**config.mk**
```make
export PLATFORM = sky130hd
export DESIGN_NAME = alu_ctrl_seq
export DESIGN_NICKNAME = d
export VERILOG_FILES = /design/src/rtl/alu_ctrl_pkg.sv /design/src/rtl/alu_op_decode.sv /design/src/rtl/alu_ctrl_seq.sv
export SDC_FILE = /design/constraint.sdc
export NUM_CORES = 1
export LEC_CHECK = 0
export ABC_AREA = 1
export ABC_CLOCK_PERIOD_IN_PS = 800
export BUFFER_PORTS_ARGS = -buffer_cell sky130_fd_sc_hd__buf_2
export CORE_AREA = 5 5 42 44
export CTS_CLUSTER_DIAMETER = 120
export CTS_CLUSTER_SIZE = 30
export DETAILED_ROUTE_END_ITERATION = 10
export DIE_AREA = 0 0 47 49
export GPL_ROUTABILITY_DRIVEN = 1
export PLACE_DENSITY = 0.62
export SYNTH_ARGS = -nofsm -noshare
export SYNTH_HDL_FRONTEND = slang
export SYNTH_HIERARCHICAL = 1
export SYNTH_SLANG_ARGS = --single-unit
```
**constraint.sdc**
```tcl
create_clock -name clk -period 0.8 [get_ports clk]
set_input_delay 0.04 -clock clk [delete_from_list [all_inputs] [get_ports clk]]
set_output_delay 0.04 -clock clk [all_outputs]
set_load 0.1 [all_outputs]
```
**src/rtl/alu_ctrl_pkg.sv**
```systemverilog
// Shared ALU control codes, ALUOp classes, FSM encoding and decode payload for alu_ctrl_seq.
// Codes are CODE_W wide and are zero-extended to CTRL_W at the registered output.
package alu_ctrl_pkg;

  localparam int unsigned CODE_W = 5;

  typedef logic [CODE_W-1:0] code_t;

  localparam code_t ALU_ADD    = 5'h00;
  localparam code_t ALU_SUB    = 5'h01;
  localparam code_t ALU_AND    = 5'h02;
  localparam code_t ALU_OR     = 5'h03;
  localparam code_t ALU_XOR    = 5'h04;
  localparam code_t ALU_SLT    = 5'h05;
  localparam code_t ALU_SLTU   = 5'h06;
  localparam code_t ALU_SLL    = 5'h07;
  localparam code_t ALU_SRL    = 5'h08;
  localparam code_t ALU_SRA    = 5'h09;
  localparam code_t ALU_MUL    = 5'h10;
  localparam code_t ALU_MULH   = 5'h11;
  localparam code_t ALU_MULHSU = 5'h12;
  localparam code_t ALU_MULHU  = 5'h13;
  localparam code_t ALU_DIV    = 5'h14;
  localparam code_t ALU_DIVU   = 5'h15;
  localparam code_t ALU_REM    = 5'h16;
  localparam code_t ALU_REMU   = 5'h17;

  localparam logic [1:0] ALUOP_MEM = 2'b00;
  localparam logic [1:0] ALUOP_BR  = 2'b01;
  localparam logic [1:0] ALUOP_R   = 2'b10;

  typedef enum logic [1:0] {
    ST_IDLE     = 2'd0,
    ST_MUL_WAIT = 2'd1,
    ST_DIV_WAIT = 2'd2
  } state_t;

  typedef struct packed {
    code_t code;
    logic  is_mdu;
    logic  is_div;
    logic  illegal;
  } dec_t;

  // RV32I integer op selected by funct3; sub/sra qualifiers come from funct7b5.
  function automatic code_t base_code(input logic [2:0] funct3,
                                      input logic       sub_sel,
                                      input logic       sra_sel);
    code_t c;
    c = ALU_ADD;
    case (funct3)
      3'b000: c = sub_sel ? ALU_SUB : ALU_ADD;
      3'b001: c = ALU_SLL;
      3'b010: c = ALU_SLT;
      3'b011: c = ALU_SLTU;
      3'b100: c = ALU_XOR;
      3'b101: c = sra_sel ? ALU_SRA : ALU_SRL;
      3'b110: c = ALU_OR;
      3'b111: c = ALU_AND;
    endcase
    return c;
  endfunction

  // RV32M codes follow funct3 order starting at ALU_MUL.
  function automatic code_t m_code(input logic [2:0] funct3);
    return {2'b10, funct3};
  endfunction

endpackage

```
**src/rtl/alu_op_decode.sv**
```systemverilog
// Combinational ALUOp/funct decode into {code, is_mdu, is_div, illegal}.
// RV32M decode is present only when ALU_CTRL_MEXT_EN is defined.
module alu_op_decode
  import alu_ctrl_pkg::*;
(
  input  logic [1:0] alu_op,
  input  logic       opb5,
  input  logic [2:0] funct3,
  input  logic       funct7b5,
  input  logic       funct7b0,
  output dec_t       dec
);

  always_comb begin
    dec         = '0;
    dec.code    = ALU_ADD;
    case (alu_op)
      ALUOP_MEM: dec.code = ALU_ADD;
      ALUOP_BR:  dec.code = ALU_SUB;
      ALUOP_R: begin
        if (opb5 & funct7b0) begin
`ifdef ALU_CTRL_MEXT_EN
          if (funct7b5) begin
            dec.illegal = 1'b1;
          end else begin
            dec.code   = m_code(funct3);
            dec.is_mdu = 1'b1;
            dec.is_div = funct3[2];
          end
`else
          dec.illegal = 1'b1;
`endif
        end else begin
          dec.code = base_code(funct3, opb5 & funct7b5, funct7b5);
        end
      end
      default: dec.illegal = 1'b1;
    endcase
  end

endmodule

```
**src/rtl/alu_ctrl_seq.sv**
```systemverilog
// Registered ALU control decode with multi-cycle MDU sequencing and ID back-pressure.
// Macro ALU_CTRL_MEXT_EN enables RV32M decode and the MUL_WAIT/DIV_WAIT sequencer.
module alu_ctrl_seq
  import alu_ctrl_pkg::*;
#(
  parameter int unsigned CTRL_W  = 5,
  parameter int unsigned MUL_LAT = 3,
  parameter int unsigned CNT_W   = 4
) (
  input  logic              clk,
  input  logic              rst_n,
  input  logic              in_valid,
  output logic              in_ready,
  input  logic              opb5,
  input  logic [2:0]        funct3,
  input  logic              funct7b5,
  input  logic              funct7b0,
  input  logic [1:0]        ALUOp,
  input  logic              flush,
  input  logic              div_done,
  output logic              out_valid,
  output logic [CTRL_W-1:0] ALUControl,
  output logic              is_mdu,
  output logic              illegal,
  output logic              mdu_start,
  output logic              mdu_kill
);

  dec_t              dec;
  logic              accept;
  logic [CTRL_W-1:0] ctrl_d;
  logic              is_mdu_d;
  logic              illegal_d;
  logic              out_valid_d;
  logic              mdu_start_d;
  logic              mdu_kill_d;

  alu_op_decode u_dec (
    .alu_op   (ALUOp),
    .opb5     (opb5),
    .funct3   (funct3),
    .funct7b5 (funct7b5),
    .funct7b0 (funct7b0),
    .dec      (dec)
  );

  assign accept = in_valid & in_ready;

`ifdef ALU_CTRL_MEXT_EN

  state_t           state_q, state_d;
  logic [CNT_W-1:0] cnt_q, cnt_d;

  assign in_ready = (state_q == ST_IDLE) & ~flush;

  always_ff @(posedge clk or negedge rst_n) begin
    if (!rst_n) begin
      state_q <= ST_IDLE;
      cnt_q   <= '0;
    end else begin
      state_q <= state_d;
      cnt_q   <= cnt_d;
    end
  end

  // Next state and next registered outputs; flush overrides completion in the wait states.
  always_comb begin
    state_d     = state_q;
    cnt_d       = cnt_q;
    ctrl_d      = ALUControl;
    is_mdu_d    = is_mdu;
    illegal_d   = illegal;
    out_valid_d = 1'b0;
    mdu_start_d = 1'b0;
    mdu_kill_d  = 1'b0;
    case (state_q)
      ST_IDLE: begin
        if (accept) begin
          ctrl_d    = CTRL_W'(dec.code);
          is_mdu_d  = dec.is_mdu;
          illegal_d = dec.illegal;
          if (dec.is_mdu) begin
            mdu_start_d = 1'b1;
            if (dec.is_div) begin
              state_d = ST_DIV_WAIT;
            end else begin
              state_d = ST_MUL_WAIT;
              cnt_d   = CNT_W'(MUL_LAT - 1);
            end
          end else begin
            out_valid_d = 1'b1;
          end
        end
      end
      ST_MUL_WAIT: begin
        if (flush) begin
          state_d    = ST_IDLE;
          mdu_kill_d = 1'b1;
        end else if (cnt_q == '0) begin
          state_d     = ST_IDLE;
          out_valid_d = 1'b1;
        end else begin
          cnt_d = cnt_q - CNT_W'(1);
        end
      end
      ST_DIV_WAIT: begin
        if (flush) begin
          state_d    = ST_IDLE;
          mdu_kill_d = 1'b1;
        end else if (div_done) begin
          state_d     = ST_IDLE;
          out_valid_d = 1'b1;
        end
      end
      default: state_d = ST_IDLE;
    endcase
  end

`else

  localparam int unsigned unused_cfg = MUL_LAT + CNT_W;
  logic unused_sig;
  assign unused_sig = div_done | dec.is_mdu | dec.is_div;

  assign in_ready = ~flush;

  // Single-cycle decode path: every accepted op completes one cycle later.
  always_comb begin
    ctrl_d      = ALUControl;
    is_mdu_d    = 1'b0;
    illegal_d   = illegal;
    out_valid_d = 1'b0;
    mdu_start_d = 1'b0;
    mdu_kill_d  = 1'b0;
    if (accept) begin
      ctrl_d      = CTRL_W'(dec.code);
      illegal_d   = dec.illegal;
      out_valid_d = 1'b1;
    end
  end

`endif

  always_ff @(posedge clk or negedge rst_n) begin
    if (!rst_n) begin
      ALUControl <= CTRL_W'(ALU_ADD);
      is_mdu     <= 1'b0;
      illegal    <= 1'b0;
      out_valid  <= 1'b0;
      mdu_start  <= 1'b0;
      mdu_kill   <= 1'b0;
    end else begin
      ALUControl <= ctrl_d;
      is_mdu     <= is_mdu_d;
      illegal    <= illegal_d;
      out_valid  <= out_valid_d;
      mdu_start  <= mdu_start_d;
      mdu_kill   <= mdu_kill_d;
    end
  end

endmodule
```
==> results.toml, run 1 <==
[worst_setup_path]
cp-end-kind = "primary output"
critPathRequiredTime_ns = 0.76
r2r-start = "ALUControl[4]"
critPathKind = "flip-flop to primary output"
critPathLaunch = "ALUControl[2]"
critical_path.max_stage_delay_ns = 0.49
cp_slowest_cell = "dfrtp_4"
start_kind = "flip-flop"
reg2reg_slack_ns = 0
path_buf_inv = 1
arrival_ns = 0.91
crit_fanout = 2
crit_family = "flip-flops"
path_cells = "buf_12"

[global_routing]
antenna_found_initial = 0
grt_pass1_wl_mm = 1.75
grtUsageMet2 = 0.172
use_met1 = 0.112
grt_start_max_net_pins = 9
grt_overflow_total = 0
busiest_layer = "met2"
grtUsageTotal = 0.105
grt_pass1_vias = 425
grtUsageMet3 = 0.0258

[timing]
final.setup.worst_slack_ns = -0.150
tns_ns = -0.853
fmax_ghz = 1.05
skew_ns = 0
rsz0062_at_grt = "yes"
drv_slew = 0
finalCritPeriodShare = 1.19
setup_viol_count_final = 7
hold_viol = 0
fin_crit_ns = 0.950

[finish]
fin_util = 0.585
nets = 107
fillers = 141
layout_common_cells = "17 x nand2_1, 10 x buf_2, 8 x nand3_1, 8 x buf_12, 6 x buf_4"
syn2layout_area_growth_pct = 76.5
drive_gt1_frac = 0.500
layout_commonest_cell = "nand2_1"
antenna_cells = 0

[synth]
synth_area_sq_um = 464
netlist_instances = 61
yosys_warnings = 6
synth_area_per_cell_sq_um = 7.61

[die]
floorplan.initialDensity = 0.331
coreArea_sq_um = 1400
num_rows = 14
num_io_pins = 24
die_w_microns = 47
die_y_microns = 49
dieArea_sq_um = 2300

[clock_network]
root_buffer = "clkbuf_4"
clk_path_buf_depth = 2
htree_levels = 1
cts_tree = "done"
cts_sinks = 7
insertion_delay_ns = 0.25
clk_transition_reported_paths_ns = 0.05
cts_buffers = 3

[run_status]
status = "complete, but fails checks"
violations = "setup timing"

[power_and_ir_drop]
p_int_mw = 0.794
p_seq_frac = 0.318
switching_power_mw = 0.536
power-per-cell-area_nw_per_um2 = 1620
clkPwrFrac = 0.233
ir_worst_vdd_mv = 0.591
power_frac_comb = 0.449
leakage_nw = 0.422
p_sw_frac = 0.403

[hold_path]
hold_class = "primary input to flip-flop"
worstHoldStart = "in_valid"

[place]
dp_hpwl_microns = 918
gp_congestion = 0.699
port_buffers = 19

[detailed_routing]
wl_mm = 1.02
drcViolationCount = 0
ant_nets = 0
via_per_inst = 4.30
drt_iter0_markers = 3
post_drt_wl_per_cell_microns = 9.60
vias = 456
dr.pass1.iters = 4

[job]
maxCapViolCount = 0
## path summary, 6_finish.rpt
| kind | to | cells past startpoint |
|---|---|---|
| min in group asynchronous | ALUControl[1] | 2 |
| max reg2reg | ALUControl[4] | 3 |
| max | ALUControl[2] | 1 |
| max in group asynchronous | ALUControl[2] | 2 |
| min | ALUControl[1] | 3 |
| min reg2reg | ALUControl[0] | 2 |
## area by class of cell
class / count / area, sq um / area share
clock buffers: 4 / 26.3 / 0.0321
inverters: 7 / 31.3 / 0.0382
multi-input cells: 45 / 258 / 0.315
flip-flops and latches: 7 / 196 / 0.240
well taps: 16 / 20.0 / 0.0244
repair buffers: 27 / 288 / 0.351
## state kept, by name, indices dropped and copies added, names as in the netlist
register,cells
ALUControl,5
out_valid,1
illegal,1
## power groups by stage
stage	clock network, mW	logic, mW	registers [mW]
3_5_place_dp	0	0.573	0.430
4_1_cts	0.324	0.578	0.423
5_1_grt	0.336	0.626	0.427
2_1_floorplan	0	0.174	0.611
3_3_place_gp	0	0.567	0.429
6_report	0.309	0.597	0.423
## per-stage QoR
stage               hold slack (ns)  instances  instance area (sq um)  worst slack (ns)  power, mW
floorplan                    -0.256         63                    510           -0.0824      0.785
global placement             -0.127        100                    761            -0.208      0.996
detailed placement           -0.122        100                    761            -0.247       1.00
CTS                           0.105        105                    797            -0.163       1.33
global route                  0.129        106                    820            -0.170       1.39
finish                        0.109        106                    820            -0.150       1.33
## layer usage
metal | routed length (microns) | up-vias
li1 | - | 240
met1 | 355 | 196
met2 | 561 | 18
met3 | 84 | 2
met4 | 17 | 0
met5 | 0 | -
## repair_timing
action                                 4_1_cts  5_1_grt
setup endpoints to repair                    7        8
resized for setup                            0        5
setup buffers                                0        1
endpoints found under the hold margin        7        0
hold buffers                                 1        0
pin swaps                                    0        4
Power figures use the tool's default switching activity.
==> run 2, diff against run 1 <==
--- a/config.mk
+++ b/config.mk
@@ -15,6 +15,7 @@
 export DIE_AREA = 0 0 47 49
 export GPL_ROUTABILITY_DRIVEN = 1
 export PLACE_DENSITY = 0.62
+export SKIP_LAST_GASP = 1
 export SYNTH_ARGS = -nofsm -noshare
 export SYNTH_HDL_FRONTEND = slang
 export SYNTH_HIERARCHICAL = 1
==> results.toml, run 2 (same netlist as run 1, synthesis figures left out) <==
[job]
maxCapViolCount = 0

[worst_setup_path]
critical_path.max_stage_delay_ns = 0.49
cp-end-kind = "primary output"
crit_family = "flip-flops"
path_buf_inv = 1
path_cells = "buf_12"
crit_fanout = 2
critPathRequiredTime_ns = 0.76
start_kind = "flip-flop"
arrival_ns = 0.91
cp_slowest_cell = "dfrtp_4"
critPathKind = "flip-flop to primary output"

[run_status]
status = "complete, but fails checks"
violations = "setup timing"

[power_and_ir_drop]
p_int_mw = 0.790
ir_worst_vdd_mv = 0.590
clkPwrFrac = 0.234
power-per-cell-area_nw_per_um2 = 1630
power.total_mw = 1.32
switching_power_mw = 0.532
p_sw_frac = 0.403
leakage_nw = 0.421
power_frac_comb = 0.447
p_seq_frac = 0.319

[timing]
setup_viol_count_final = 8
hold_viol = 0
drv_slew = 0
fin_crit_ns = 0.949
tns_ns = -0.860
skew_ns = 0
rsz0062_at_grt = "yes"
fmax_ghz = 1.05
finalCritPeriodShare = 1.19
final.setup.worst_slack_ns = -0.149
hold_ws_ns = 0.109

[detailed_routing]
dr.pass1.iters = 3
wl_mm = 1.01
drt_iter0_markers = 5
drcViolationCount = 0
ant_nets = 0
vias = 454
via_per_inst = 4.28
post_drt_wl_per_cell_microns = 9.56

[die]
die_y_microns = 49
die_w_microns = 47
num_io_pins = 24
floorplan.initialDensity = 0.331
dieArea_sq_um = 2300
coreArea_sq_um = 1400
num_rows = 14

[finish]
drive_gt1_frac = 0.489
seq_area_sq_um = 196
fin_area_sq_um = 813
fillers = 142
antenna_cells = 0
nets = 107
top_regs = "ALUControl (5), illegal (1), out_valid (1)"
syn2layout_area_growth_pct = 75.2
layout_common_cells = "18 x nand2_1, 10 x buf_2, 8 x nand3_1, 8 x buf_12, 7 x buf_4"
layout_commonest_cell = "nand2_1"
fin_cells = 106
fin_util = 0.580
top_register = "ALUControl"
largest_reg_flops = 5
multi_input_area_sq_um = 255

[global_routing]
grt_pass1_wl_mm = 1.75
grt_pass1_vias = 425
grt_overflow_total = 0
grtUsageTotal = 0.105
antenna_found_initial = 0
grt_start_max_net_pins = 9

[place]
pre_cts_ws_ns = -0.247
gp_congestion = 0.699
dp.cells = 100
dp_hpwl_microns = 918
placed_area_sq_um = 761
port_buffers = 19

[clock_network]
clk_path_buf_depth = 2
cts_buffers = 3
root_buffer = "clkbuf_4"
cts_sinks = 7
insertion_delay_ns = 0.25
clk_transition_reported_paths_ns = 0.05
htree_levels = 1
cts_tree = "done"

[hold_path]
hold_class = "primary input to flip-flop"
==> run 2: cell counts in the layout (fill, tap and decap cells not counted) <==
No cell type changed its count.
==> run 2: worst paths after layout <==
kind / startpoint / end / slack, ns / cells after the start
min: in_valid / ALUControl[1] / 0.11 / 3
max reg2reg: ALUControl[4] / ALUControl[4] / -0.02 / 3
max in group asynchronous: rst_n / ALUControl[2] / 0.46 / 2
min reg2reg: ALUControl[0] / ALUControl[0] / 0.51 / 2
min in group asynchronous: rst_n / ALUControl[1] / 0.17 / 2
max: ALUControl[2] / ALUControl[2] / -0.15 / 1
==> run 2: area by class of cell <==
type,count,share of cell area
Multi-Input combinational cell,45,0.314
Sequential cell,7,0.242
Tap cell,16,0.0246
Clock buffer,4,0.0323
Timing Repair Buffer,27,0.349
Inverter,7,0.0385
==> run 2: repair_timing <==
item,4_1_cts,5_1_grt
setup endpoints to repair,7,8
hold endpoints to repair,7,0
pin swaps,0,4
hold buffers,1,0
cloned,0,0
buffers inserted,0,1
resized for setup,0,3
==> run 2: routing by layer <==
layer / vias to the layer above / track usage / part of all wire
met5: - / 0 / 0
met4: 0 / 0.0691 / 0.017
met3: 2 / 0.0258 / 0.079
met2: 16 / 0.172 / 0.56
met1: 196 / 0.112 / 0.35
li1: 240 / - / -
==> run 2: power groups by stage <==
stage | registers (mW) | clock network, mW | logic (mW)
after CTS | 0.423 | 0.324 | 0.578
final | 0.422 | 0.309 | 0.591
after global routing | 0.426 | 0.336 | 0.619
after detailed placement | 0.430 | 0 | 0.573
after floorplan | 0.611 | 0 | 0.174
after global placement | 0.429 | 0 | 0.567
==> run 2: worst min-delay path: stages <==
cell and delay [ns]:
buf_2 0.15, nand3_1 0.09, nand2_1 0.05
==> run 3, diff against run 2 <==
--- a/config.mk
+++ b/config.mk
@@ -14,7 +14,7 @@
 export DETAILED_ROUTE_END_ITERATION = 10
 export DIE_AREA = 0 0 47 49
 export GPL_ROUTABILITY_DRIVEN = 1
-export PLACE_DENSITY = 0.62
+export PLACE_DENSITY = 0.72
 export SKIP_LAST_GASP = 1
 export SYNTH_ARGS = -nofsm -noshare
 export SYNTH_HDL_FRONTEND = slang
==> results.toml, run 3 (same netlist as run 1, synthesis figures left out) <==
[run_status]
status = "complete, but fails checks"
violations = "setup timing"

[finish]
syn2layout_area_growth_pct = 70.1
drive_gt1_frac = 0.466
top_regs = "ALUControl (5), illegal (1), out_valid (1)"
fin_area_sq_um = 790
layout_commonest_cell = "nand2_1"
nets = 105
top_register = "ALUControl"
layout_common_cells = "18 x nand2_1, 11 x buf_2, 8 x nand3_1, 8 x buf_12"
antenna_cells = 0
largest_reg_flops = 5

[global_routing]
grt_pass1_vias = 414
grt_pass1_wl_mm = 1.57
antenna_found_initial = 0
grt_start_max_net_pins = 9
grtUsageTotal = 0.0922
grt_overflow_total = 0

[power_and_ir_drop]
power-per-cell-area_nw_per_um2 = 1640
ir_worst_vdd_mv = 0.564
leakage_nw = 0.407

[place]
port_buffers = 19
dp_hpwl_microns = 865
gp_congestion = 0.696
placed_area_sq_um = 753

[die]
floorplan.initialDensity = 0.331
num_io_pins = 24
coreArea_sq_um = 1400
num_rows = 14
dieArea_sq_um = 2300
die_y_microns = 49
die_w_microns = 47

[clock_network]
cts_resized = 0
clk_transition_reported_paths_ns = 0.05
cts_sinks = 7
insertion_delay_ns = 0.24
cts_buffers = 3
cts_tree = "done"
clk_path_buf_depth = 2
htree_levels = 1
root_buffer = "clkbuf_4"

[hold_path]
hold_class = "primary input to flip-flop"
worstHoldStart = "in_valid"

[detailed_routing]
vias = 454
drcViolationCount = 0
wl_met2_microns = 489
drt_iter0_markers = 7
wl_microns = 956
via_per_inst = 4.37
ant_nets = 0
top_layer_used = "met3"
dr.pass1.iters = 4
post_drt_wl_per_cell_microns = 9.19
wl_met1_microns = 357
routed-wl-met3_microns = 110

[timing]
hold_viol = 0
tns_ns = -0.825
fmax_ghz = 1.05
drv_slew = 0
fin_crit_ns = 0.948
rsz0062_at_grt = "yes"
skew_ns = 0
finalCritPeriodShare = 1.19
setup_viol_count_final = 7
final.setup.worst_slack_ns = -0.148

[worst_setup_path]
arrival_ns = 0.91
path_cells = "buf_12"
critical_path.max_stage_delay_ns = 0.49
cp-end-kind = "primary output"
cp_slowest_cell = "dfrtp_4"
crit_family = "flip-flops"
critPathLaunch = "ALUControl[3]"
critPathRequiredTime_ns = 0.76
r2r-start = "ALUControl[3]"
start_kind = "flip-flop"
path_buf_inv = 1
crit_fanout = 2
critPathKind = "flip-flop to primary output"

[job]
maxCapViolCount = 0
run 3: cell types whose count changed in the layout (fill, tap and decap cells not counted), sizes merged:
cell and delta:
buf -2
run 3: final cells by class:
type                    count  area (sq um)
inverters                   7          31.3
multi-input cells          45           253
clock buffers               4          26.3
well taps                  16          20.0
repair buffers             25           263
flip-flops and latches      7           196
fillers                   140           612
run 3: worst paths after layout:
| check | endpoint | slack (ns) | cells after the start |
|---|---|---|---|
| max in group asynchronous | illegal | 0.47 | 2 |
| min reg2reg | ALUControl[0] | 0.51 | 2 |
| max reg2reg | ALUControl[3] | 0.08 | 2 |
| min in group asynchronous | ALUControl[2] | 0.16 | 2 |
| max | ALUControl[3] | -0.15 | 1 |
| min | ALUControl[2] | 0.11 | 3 |
run 3: what timing repair did:
| action | CTS | global route |
|---|---|---|
| pin swaps | 0 | 1 |
| hold endpoints to repair | 7 | 0 |
| setup buffers | 0 | 0 |
| hold buffers | 1 | 0 |
| endpoints found under the setup margin | 7 | 8 |
run 3: power by group:
group	leakage, nW	switching, mW	total, mW	internal [mW]
registers	0.0817	0.0272	0.422	0.395
clock network	0.0150	0.115	0.305	0.189
logic	0.310	0.381	0.569	0.189
run 3: metrics by stage:
stage / total power [mW] / instances / utilization / hold slack [ns] / setup slack [ns]
after floorplan: 0.785 / 63 / - / -0.256 / -0.0824
after global placement: 0.992 / 99 / 0.538 / -0.126 / -0.204
after detailed placement: 0.999 / 99 / 0.538 / -0.121 / -0.242
after CTS: 1.32 / 104 / 0.563 / 0.104 / -0.158
after global routing: 1.36 / 104 / 0.563 / 0.110 / -0.175
final: 1.30 / 104 / 0.563 / 0.112 / -0.148
run 3: metal layers:
| metal | vias to the layer above | track usage |
|---|---|---|
| met5 | - | 0 |
| met3 | 0 | 0.0221 |
| li1 | 236 | - |
| met2 | 20 | 0.154 |
| met1 | 198 | 0.106 |
| met4 | 0 | 0.0415 |
